===== src/rtl/uart_byte_rx.sv =====
// uart_byte_rx: 8N1 UART receiver with 2-flop input sync, mid-bit
// sampling, start-glitch rejection and framing-error/break detection.
module uart_byte_rx #(
  parameter int CLK_FREQ = 50_000_000,
  parameter int BAUD     = 115200
) (
  input  logic       i_clk,
  input  logic       i_rst_n,
  input  logic       i_uart_rx,
  output logic [7:0] o_data,
  output logic       o_valid,
  output logic       o_frame_err,
  output logic       o_busy
);

  localparam int CLKS_PER_BIT = (CLK_FREQ + BAUD / 2) / BAUD;
  localparam int HALF         = CLKS_PER_BIT / 2;
  localparam int CW           = $clog2(CLKS_PER_BIT);

  localparam logic [CW-1:0] HALF_END = CW'(HALF - 1);
  localparam logic [CW-1:0] BIT_END  = CW'(CLKS_PER_BIT - 1);

  if (CLKS_PER_BIT < 4) begin : g_bad_baud
    $error("uart_byte_rx: CLKS_PER_BIT must be at least 4");
  end

  typedef enum logic [2:0] {
    IDLE,
    START,
    DATA,
    STOP,
    BRK
  } state_t;

  state_t        state;
  logic          rx_meta;
  logic          rx_s;
  logic [CW-1:0] cnt;
  logic [2:0]    bit_idx;
  logic [7:0]    shreg;

  always_ff @(posedge i_clk or negedge i_rst_n) begin
    if (!i_rst_n) begin
      rx_meta <= 1'b1;
      rx_s    <= 1'b1;
    end else begin
      rx_meta <= i_uart_rx;
      rx_s    <= rx_meta;
    end
  end

  always_ff @(posedge i_clk or negedge i_rst_n) begin
    if (!i_rst_n) begin
      state       <= IDLE;
      cnt         <= '0;
      bit_idx     <= '0;
      shreg       <= '0;
      o_data      <= '0;
      o_valid     <= 1'b0;
      o_frame_err <= 1'b0;
      o_busy      <= 1'b0;
    end else begin
      o_valid     <= 1'b0;
      o_frame_err <= 1'b0;
      case (state)
        IDLE: begin
          cnt     <= '0;
          bit_idx <= '0;
          if (!rx_s) begin
            state  <= START;
            o_busy <= 1'b1;
          end else begin
            o_busy <= 1'b0;
          end
        end
        START: begin
          if (cnt == HALF_END) begin
            cnt <= '0;
            if (rx_s) begin
              state  <= IDLE;
              o_busy <= 1'b0;
            end else begin
              state <= DATA;
            end
          end else begin
            cnt <= cnt + 1'b1;
          end
        end
        DATA: begin
          if (cnt == BIT_END) begin
            cnt            <= '0;
            shreg[bit_idx] <= rx_s;
            bit_idx        <= bit_idx + 3'd1;
            if (bit_idx == 3'd7) state <= STOP;
          end else begin
            cnt <= cnt + 1'b1;
          end
        end
        STOP: begin
          if (cnt == BIT_END) begin
            cnt <= '0;
            if (rx_s) begin
              // Leave half a bit early so a following start edge is seen.
              state   <= IDLE;
              o_busy  <= 1'b0;
              o_data  <= shreg;
              o_valid <= 1'b1;
            end else begin
              state       <= BRK;
              o_frame_err <= 1'b1;
            end
          end else begin
            cnt <= cnt + 1'b1;
          end
        end
        BRK: begin
          cnt <= '0;
          if (rx_s) begin
            state  <= IDLE;
            o_busy <= 1'b0;
          end
        end
        default: begin
          state   <= IDLE;
          cnt     <= '0;
          bit_idx <= '0;
          o_busy  <= 1'b0;
        end
      endcase
    end
  end

endmodule

===== config.mk =====
export PLATFORM = sky130hd
export DESIGN_NAME = uart_byte_rx
export DESIGN_NICKNAME = d
export VERILOG_FILES = /design/src/rtl/uart_byte_rx.sv
export SDC_FILE = /design/constraint.sdc
export NUM_CORES = 1
export LEC_CHECK = 0
export CAP_MARGIN = 20
export CORE_MARGIN = 3
export CORE_UTILIZATION = 50
export DETAILED_ROUTE_END_ITERATION = 8
export GPL_ROUTABILITY_DRIVEN = 0
export PLACE_DENSITY = 0.79
export SKIP_CTS_REPAIR_TIMING = 1
export SLEW_MARGIN = 10
export SYNTH_ARGS = -nofsm -noshare
export SYNTH_HDL_FRONTEND = slang
export SYNTH_SLANG_ARGS = --single-unit

===== constraint.sdc =====
create_clock -name i_clk -period 4.4 [get_ports i_clk]
set_input_delay 0.88 -clock i_clk [delete_from_list [all_inputs] [get_ports i_clk]]
set_output_delay 0.88 -clock i_clk [all_outputs]
set_load 0.01 [all_outputs]

; Word level (Yosys, flattened, before mapping)
; Index checks and enable logic that the tools add are counted.
[classes]
bitwise_logic = 2
add_sub_neg = 2
mux = 27
n_eq_ne = 13
magnitude_cmp = 2
reduce_logical = 9
[op_table]
columns = operator, count
row1 = $mux W3, 8
row2 = $mux W9, 2
row3 = $pmux W9 S2, 1
row4 = $pmux W3 S5, 1
row5 = $ne A2 B2 Y1 const B, 6
row6 = $mux W1, 10
row7 = $add A9 B1 Y9 const B, 1
row8 = $eq A9 B8 Y1 const B, 1
row9 = $eq A9 B9 Y1 const B, 1
row10 = $bwmux W8, 1
row11 = $eq A3 B2 Y1 const B, 2
row12 = $eq A3 B3 Y1 const B, 2
row13 = $pmux W3 S2, 1
row14 = $reduce_and A3 Y1, 2
row15 = $reduce_and A6 Y1, 1
row16 = $pmux W1 S5, 1
row17 = $lt A3 B4 Y1 const B, 1
row18 = $reduce_and A2 Y1, 2
row19 = $add A3 B1 Y3 const B, 1
row20 = $demux W1 S3, 1
row21 = $eq A3 B1 Y1 const B, 1
row22 = $ge A3 B1 Y1 const B, 1
row23 = $logic_not A3 Y1, 1
row24 = $reduce_or A3 Y1, 1
row25 = 4 further kinds, 5
[word_totals]
ff_bits = 36
elab_cells = 65
out_inout_bits = 11

; Longest topological paths before layout
; Gate-level depths: netlist of the first run.
[depth]
ltp_word = 5
mapped_depth = 7

; Least setup slack after synthesis of the first run
; OpenSTA, ideal clock, no wires.
[synth_path]
path_kind = register to register
from = register cnt[1]
to = register shreg[6]
slack_ps = 2599
path_stages_with_launch = 8
arrival_ps = 1674
period_less_slack_ps = 1801
path_cell_list = dfrtp_1 inv_1 ha_1 nand4bb_1 or2_1 buf_6 nor4_1 mux2_1
[synth_via]
elab_chain_cells = 2
[synth_rtl]
columns = element, line
row1 = "start, declared", 38  ; logic [CW-1:0] cnt;
row2 = "start signal, assigned", 86  ; cnt <= cnt + 1'b1;
row3 = "start signal, assigned", 96  ; cnt <= cnt + 1'b1;
row4 = "start signal, assigned", 113  ; cnt <= cnt + 1'b1;
row5 = $eq A9 B9 Y1, 90  ; if (cnt == BIT_END) begin
row6 = $reduce_and A2 Y1 (no source line), --
row7 = "end signal, assigned by index", 92  ; shreg[bit_idx] <= rx_s;
row8 = "end, declared", 40  ; logic [7:0] shreg;
; Every way passes these cells.
; A chain may end at the register's enable or synchronous reset.

; Worst setup path in the final report of the first run
[layout_path]
from = register cnt[1]
to = register o_data[1]
[layout_via]
elab_chain_cells = 2
[layout_rtl]
columns = element, line
row1 = $eq A9 B9 Y1, 100  ; if (cnt == BIT_END) begin
row2 = $reduce_and A3 Y1 (no source line), --
row3 = "end signal, assigned", 106  ; o_data <= shreg;
row4 = "end, declared", 10  ; output logic [7:0] o_data,
; Every way passes these cells.

==> metrics.txt, run 1 <==
I/O Pins 14; antenna violations before repair 0; post-synth top area share 49.82%; critical path arrival 2.53 ns; DRC 0; number of synthesized register bits 36; vias in the first global route 1119; Setup Skew 0.01123 ns; Clock transition at path regs 0.10 ns; Inserted Clock Buffers 5; area grow syn2layout 12.67%; fraction of registers with async set or reset after synthesis 100.0%; synth warn 0; synthesized area per cell 11.16 µm²; Least-Margin Pin Slew 0.6192 ns; Max VDD drop 0.0002130 V; first-pass GRT wire length 5.119 mm; crit path launch type flip-flop; largest net degree at the start of global routing 37; CP endpoint kind flip-flop; dpl hpwl 2.050 mm; share of cells above drive strength 1 16.07%; crit path buf inv count 1; Fin. Hold Viols 0; fin area 0.001924 mm²; CP cell instances inv_1 > ha_1 > nand4bb_1 > nor2_1 > and3_1 > mux2_2; Diodes inserted 0; critical path data required time 4.63 ns; relative max-transition margin 58.57%; fin crit period 2.301 ns; most frequent cell after synthesis dfrtp_1; end-of-flow core utilization 61.03%; Commonest cells post-synth dfrtp_1, nor2_1, mux2_2; Die ar. 0.004153 mm²; core area 0.003153 mm²; CTS tree done; synthesized net count 161; Tcrit/Tclk final 52.29%; DRC marker count from the first detailed-route iteration 35; total congestion overflow 0; post-route setup slack 2.099 ns; worst skew pair latency 0.33 ns; status completed; post-DR vias/cell 5.575; power density over the cells 271.9 mW/mm²; post-route setup TNS 0 ns; post-synthesis xor/xnor area fraction 3.590%; GRT Resource Usage Total 16.37%; post-synthesis mux area share 10.55%; port buffer count 13; Final Non-Filler Cells 212; clk root buf clkbuf_4; dominant cell type by area after synthesis dfrtp_1; dpl cells 204; CTS Buffer Depth 2; Net count, final 175; simple-gate share of the synthesized area 19.05%; Mapped Cells 153; Initial Util 54.17%; max cap viols 0; WHS Path Cells 0; Routed WL 2.900 mm; Setup-failing EPs final 0; critical path's slowest cell nor2_1; Max stage delay on crit path 0.52 ns; worst-path fanout max 11; crit path kind reg -> reg; RSZ-0062 raised after global routing no; Rows 20; Synth Area in Adders 3.663%; DRT Pass-1 Iters 4; Reg2Reg Depth 6; Die Height 64.45 µm; via total after detailed routing 1182; Primary FF master, synth dfrtp_1; Critical Path Stages 6; DP Area 0.001862 mm²; hold crit path type reg -> reg; Seq/Total Area, Yosys 52.89%; Yosys cell types 34; TritonCTS Sinks 36; Fmax achieved 434.6 MHz; Die X 64.45 µm; setup slack, reg-to-reg 2.10 ns; Synth Area in Compound Gates 6.886%; Post-synth EDFFs 0; dpl ws 2.115 ns; final antenna-violating net count 0; synth top area cells dfrtp_1, mux2_2, nor2_1, ha_1, dfstp_2; Slew Viols, Final 0; largest family of logic cells by synthesized area simple AND/OR/NAND/NOR gates; Post-Syn Area 0.001708 mm²; WL per Instance 13.68 µm; H-tree depth 2; largest delay contributor family on the critical path simple AND/OR/NAND/NOR gates; P_leak 0.8359 nW
[power by group]
group / switching, mW / total [mW] / leakage, nW / internal [mW]
logic: 0.00603 / 0.00824 / 0.328 / 0.00220
registers: 0.00188 / 0.334 / 0.476 / 0.332
clock network: 0.103 / 0.181 / 0.0315 / 0.0782
total: 0.111 / 0.523 / 0.836 / 0.413
[placed cells by master (no fill, tap or decap), types with 2 or more instances in the layout]
master           synthesis  layout
nand4_1                  7       7
xnor2_1                  5       5
nand3_1                  4       4
a21oi_1                  3       3
clkdlybuf4s50_1          0      13
a31oi_1                  2       2
nand4b_1                 2       2
a22oi_1                  2       2
mux2_1                   2       2
nand2b_1                 5       5
nor3_1                   4       4
ha_1                     5       5
nor2b_1                  5       5
inv_1                    5       5
dfstp_2                  2       2
clkbuf_4                 0       5
mux2_2                  14      14
nor2_1                  17      17
dfrtp_1                 34      34
nand2_1                  8       8
xor2_1                   2       2
and3_1                   2       2
o21ai_0                  4       4
nor4_1                   3       3
[final cells by class]
class	count	area (µm²)
tap	44	55.05
multi-input combinational	105	747.0
clock inverter	1	7.507
fill	274	1229
sequential	36	903.4
timing repair buffer	14	137.6
clock buffer	7	55.05
inverter	5	18.77
[kinds of logic (layout without fill, tap and decap cells)]
logic type | after synthesis | after routing
buffers and inverters | 12 | 27
muxes | 16 | 16
xor gates and xnor gates | 7 | 7
DFF | 36 | 36
AOI/OAI and AO/OA | 16 | 16
and+or+nand+nor | 61 | 61
adders and majority gates | 5 | 5
[per-stage QoR]
step	power [mW]	hold slack [ns]
floorplan	0.3404	0.3452
global placement	0.3493	0.3473
detailed placement	0.3497	0.3478
CTS	0.5339	0.3613
global route	0.5554	0.3700
finish	0.5233	0.3611
[per-layer routing]
layer,global-route usage [%],up-vias,routed length (µm)
li1,-,568,-
met1,18.36,575,1274
met2,26.80,31,1414
met3,6.932,8,140
met4,7.916,0,71
met5,0,-,0
[registers in the layout, summed over array words and instances (netlist names), 3 cells and up]
| register | count |
|---|---|
| cnt | 9 |
| o_data | 8 |
| shreg | 8 |
| bit_idx | 3 |
| state | 3 |
[path summary, 6_finish.rpt]
check                      startpoint           to
min in group asynchronous     i_rst_n  o_frame_err
hold reg to reg               rx_meta         rx_s
hold / removal                rx_meta         rx_s
setup reg to reg               cnt[1]    o_data[1]
setup / recovery               cnt[1]    o_data[1]
max in group asynchronous     i_rst_n         rx_s
Note: power is estimated with default switching activity, not from simulation.
==> run 2: changes to the inputs <==
- clock period: 4.4 -> 2.4 ns (I/O delays scaled with it)
==> run 2 against run 1 <==
Compared with the run above:
- combinational power is 88% higher
- final area is 0.39% higher
- cell count is 0.47% higher
- wire length is 1.3% higher
- flip-flop and latch count stayed put
- non-clock buffer count is 1 higher
- clock-buffer cell count stayed put
- register-to-register slack worse by 1.7 ns
- first-iteration DRC count is 66% higher
- power is 85% higher
- critical path type unchanged
- largest power group unchanged
==> metrics.txt, run 2 (synthesis results as in run 1) <==
status completed; Max VDD drop 0.0003574 V; Inserted Clock Buffers 5; RSZ-0062 raised after global routing no; DRC marker count from the first detailed-route iteration 58; commonest non-fill, non-tap cells in the layout dfrtp_1, nor2_1, mux2_2; Hold Path Origin rx_meta; critical path's slowest cell dfrtp_1; M1 GR Usage 17.94%; setup slack, reg-to-reg 0.44 ns; most used routing layer in global routing met2; share of cells above drive strength 1 16.57%; DRC 0; fin crit period 1.960 ns; max reg flops 9; Setup Skew 0.004323 ns; Diodes inserted 0; critical path data required time 2.63 ns; Die ar. 0.004153 mm²; Die Height 64.45 µm; Initial Util 54.17%; Fmax achieved 510.2 MHz; P_leak 0.8414 nW; WHS Path Cells 0; area of the multi-input gates 747.0 µm²; Largest regs cnt (9), o_data (8), shreg (8); Fin. Hold Viols 0; H-tree depth 2; CP cell instances inv_1 > ha_1 > nand4bb_1 > or2_1 > nor4_1 > mux2_1; largest delay contributor family on the critical path simple AND/OR/NAND/NOR gates; post-route setup TNS 0 ns; port buffer count 13; Hold Path Sink rx_s; crit path buf inv count 1; antenna violations before repair 0; Least-Margin Pin Slew 0.4430 ns; Tcrit/Tclk final 81.67%; total congestion overflow 0; GRT Resource Usage Total 16.24%; M2 GR Usage 28.87%; core area 0.003153 mm²; final antenna-violating net count 0; max cap viols 0; relative max-transition margin 70.47%; WL per Instance 13.80 µm; met3 GRT Util 5.373%; leading cell type in the layout, fill and taps excluded dfrtp_1; fillers 265; worst reg2reg path startpoint cnt[1]; DRT Pass-1 Iters 4; Setup-failing EPs final 0; worst-path fanout max 7; Reg area 903.4 µm²; area grow syn2layout 13.11%; Clock transition at path regs 0.11 ns; vias in the first global route 1171; CP endpoint kind flip-flop; Largest Register cnt; Die X 64.45 µm; Max stage delay on crit path 0.41 ns; largest net degree at the start of global routing 37; critical path arrival 2.19 ns; first-pass GRT wire length 5.168 mm; CTS Buffer Depth 2; Reg2Reg Depth 6; WHS 0.3613 ns; hold crit path type reg -> reg; Slew Viols, Final 0; TritonCTS Sinks 36; I/O Pins 14; worst skew pair latency 0.33 ns; crit path launch type flip-flop; Rows 20; crit path kind reg -> reg; power density over the cells 500.3 mW/mm²; clk root buf clkbuf_4; Routed WL 2.939 mm; CTS tree done; post-DR vias/cell 5.629; FF-to-FF End shreg[7]; dpl hpwl 2.091 mm; via total after detailed routing 1199; Net count, final 176
-- run 2: how the worst max path moves through the flow --
stage               slack (ns)  endpoint  depth (start not counted)   start
finish                    0.44  shreg[7]                          6  cnt[1]
global route              0.30  shreg[7]                          6  cnt[1]
CTS                       0.44  shreg[7]                          6  cnt[1]
detailed placement        0.46  shreg[7]                          6  cnt[1]
global placement          0.56  shreg[7]                          6  cnt[1]
floorplan                 0.60  shreg[6]                          7  cnt[1]
-- run 2: layout make-up --
cell class / instances / share of cell area (%)
Sequential cell: 36 / 46.76
Multi-Input combinational cell: 105 / 38.67
Timing Repair Buffer: 15 / 7.513
Clock buffer: 7 / 2.850
Tap cell: 44 / 2.850
Inverter: 5 / 0.9715
Clock inverter: 1 / 0.3886
-- run 2: metal layers --
layer | vias to the layer above | wire (µm)
met5 | - | 0
met4 | 0 | 49
met3 | 5 | 136
met2 | 30 | 1463
met1 | 595 | 1290
li1 | 569 | -
-- run 2: report_power, final --
part / internal, mW / total, mW / switching (mW)
combinational: 0.00404 / 0.0155 / 0.0114
sequential: 0.609 / 0.613 / 0.00323
clock: 0.143 / 0.338 / 0.195
-- run 2: metrics by stage --
stage          cell area, µm²  instances  power (mW)  util (%)  worst slack (ns)
2_1_floorplan            1708        153      0.6240         -            0.5986
3_3_place_gp             1869        205      0.6403     59.29            0.5584
3_5_place_dp             1869        205      0.6410     59.29            0.4552
4_1_cts                  1932        213      0.9811     61.27            0.4409
5_1_grt                  1932        213       1.013     61.27            0.3024
6_report                 1932        213      0.9666     61.27            0.4399
-- run 2: worst register-to-register path, cell delays in order, from the launching register on --
cell	delay [ns]
dfrtp_1	0.41
inv_1	0.09
ha_1	0.14
nand4bb_1	0.13
or2_1	0.37
nor4_1	0.36
mux2_1	0.35
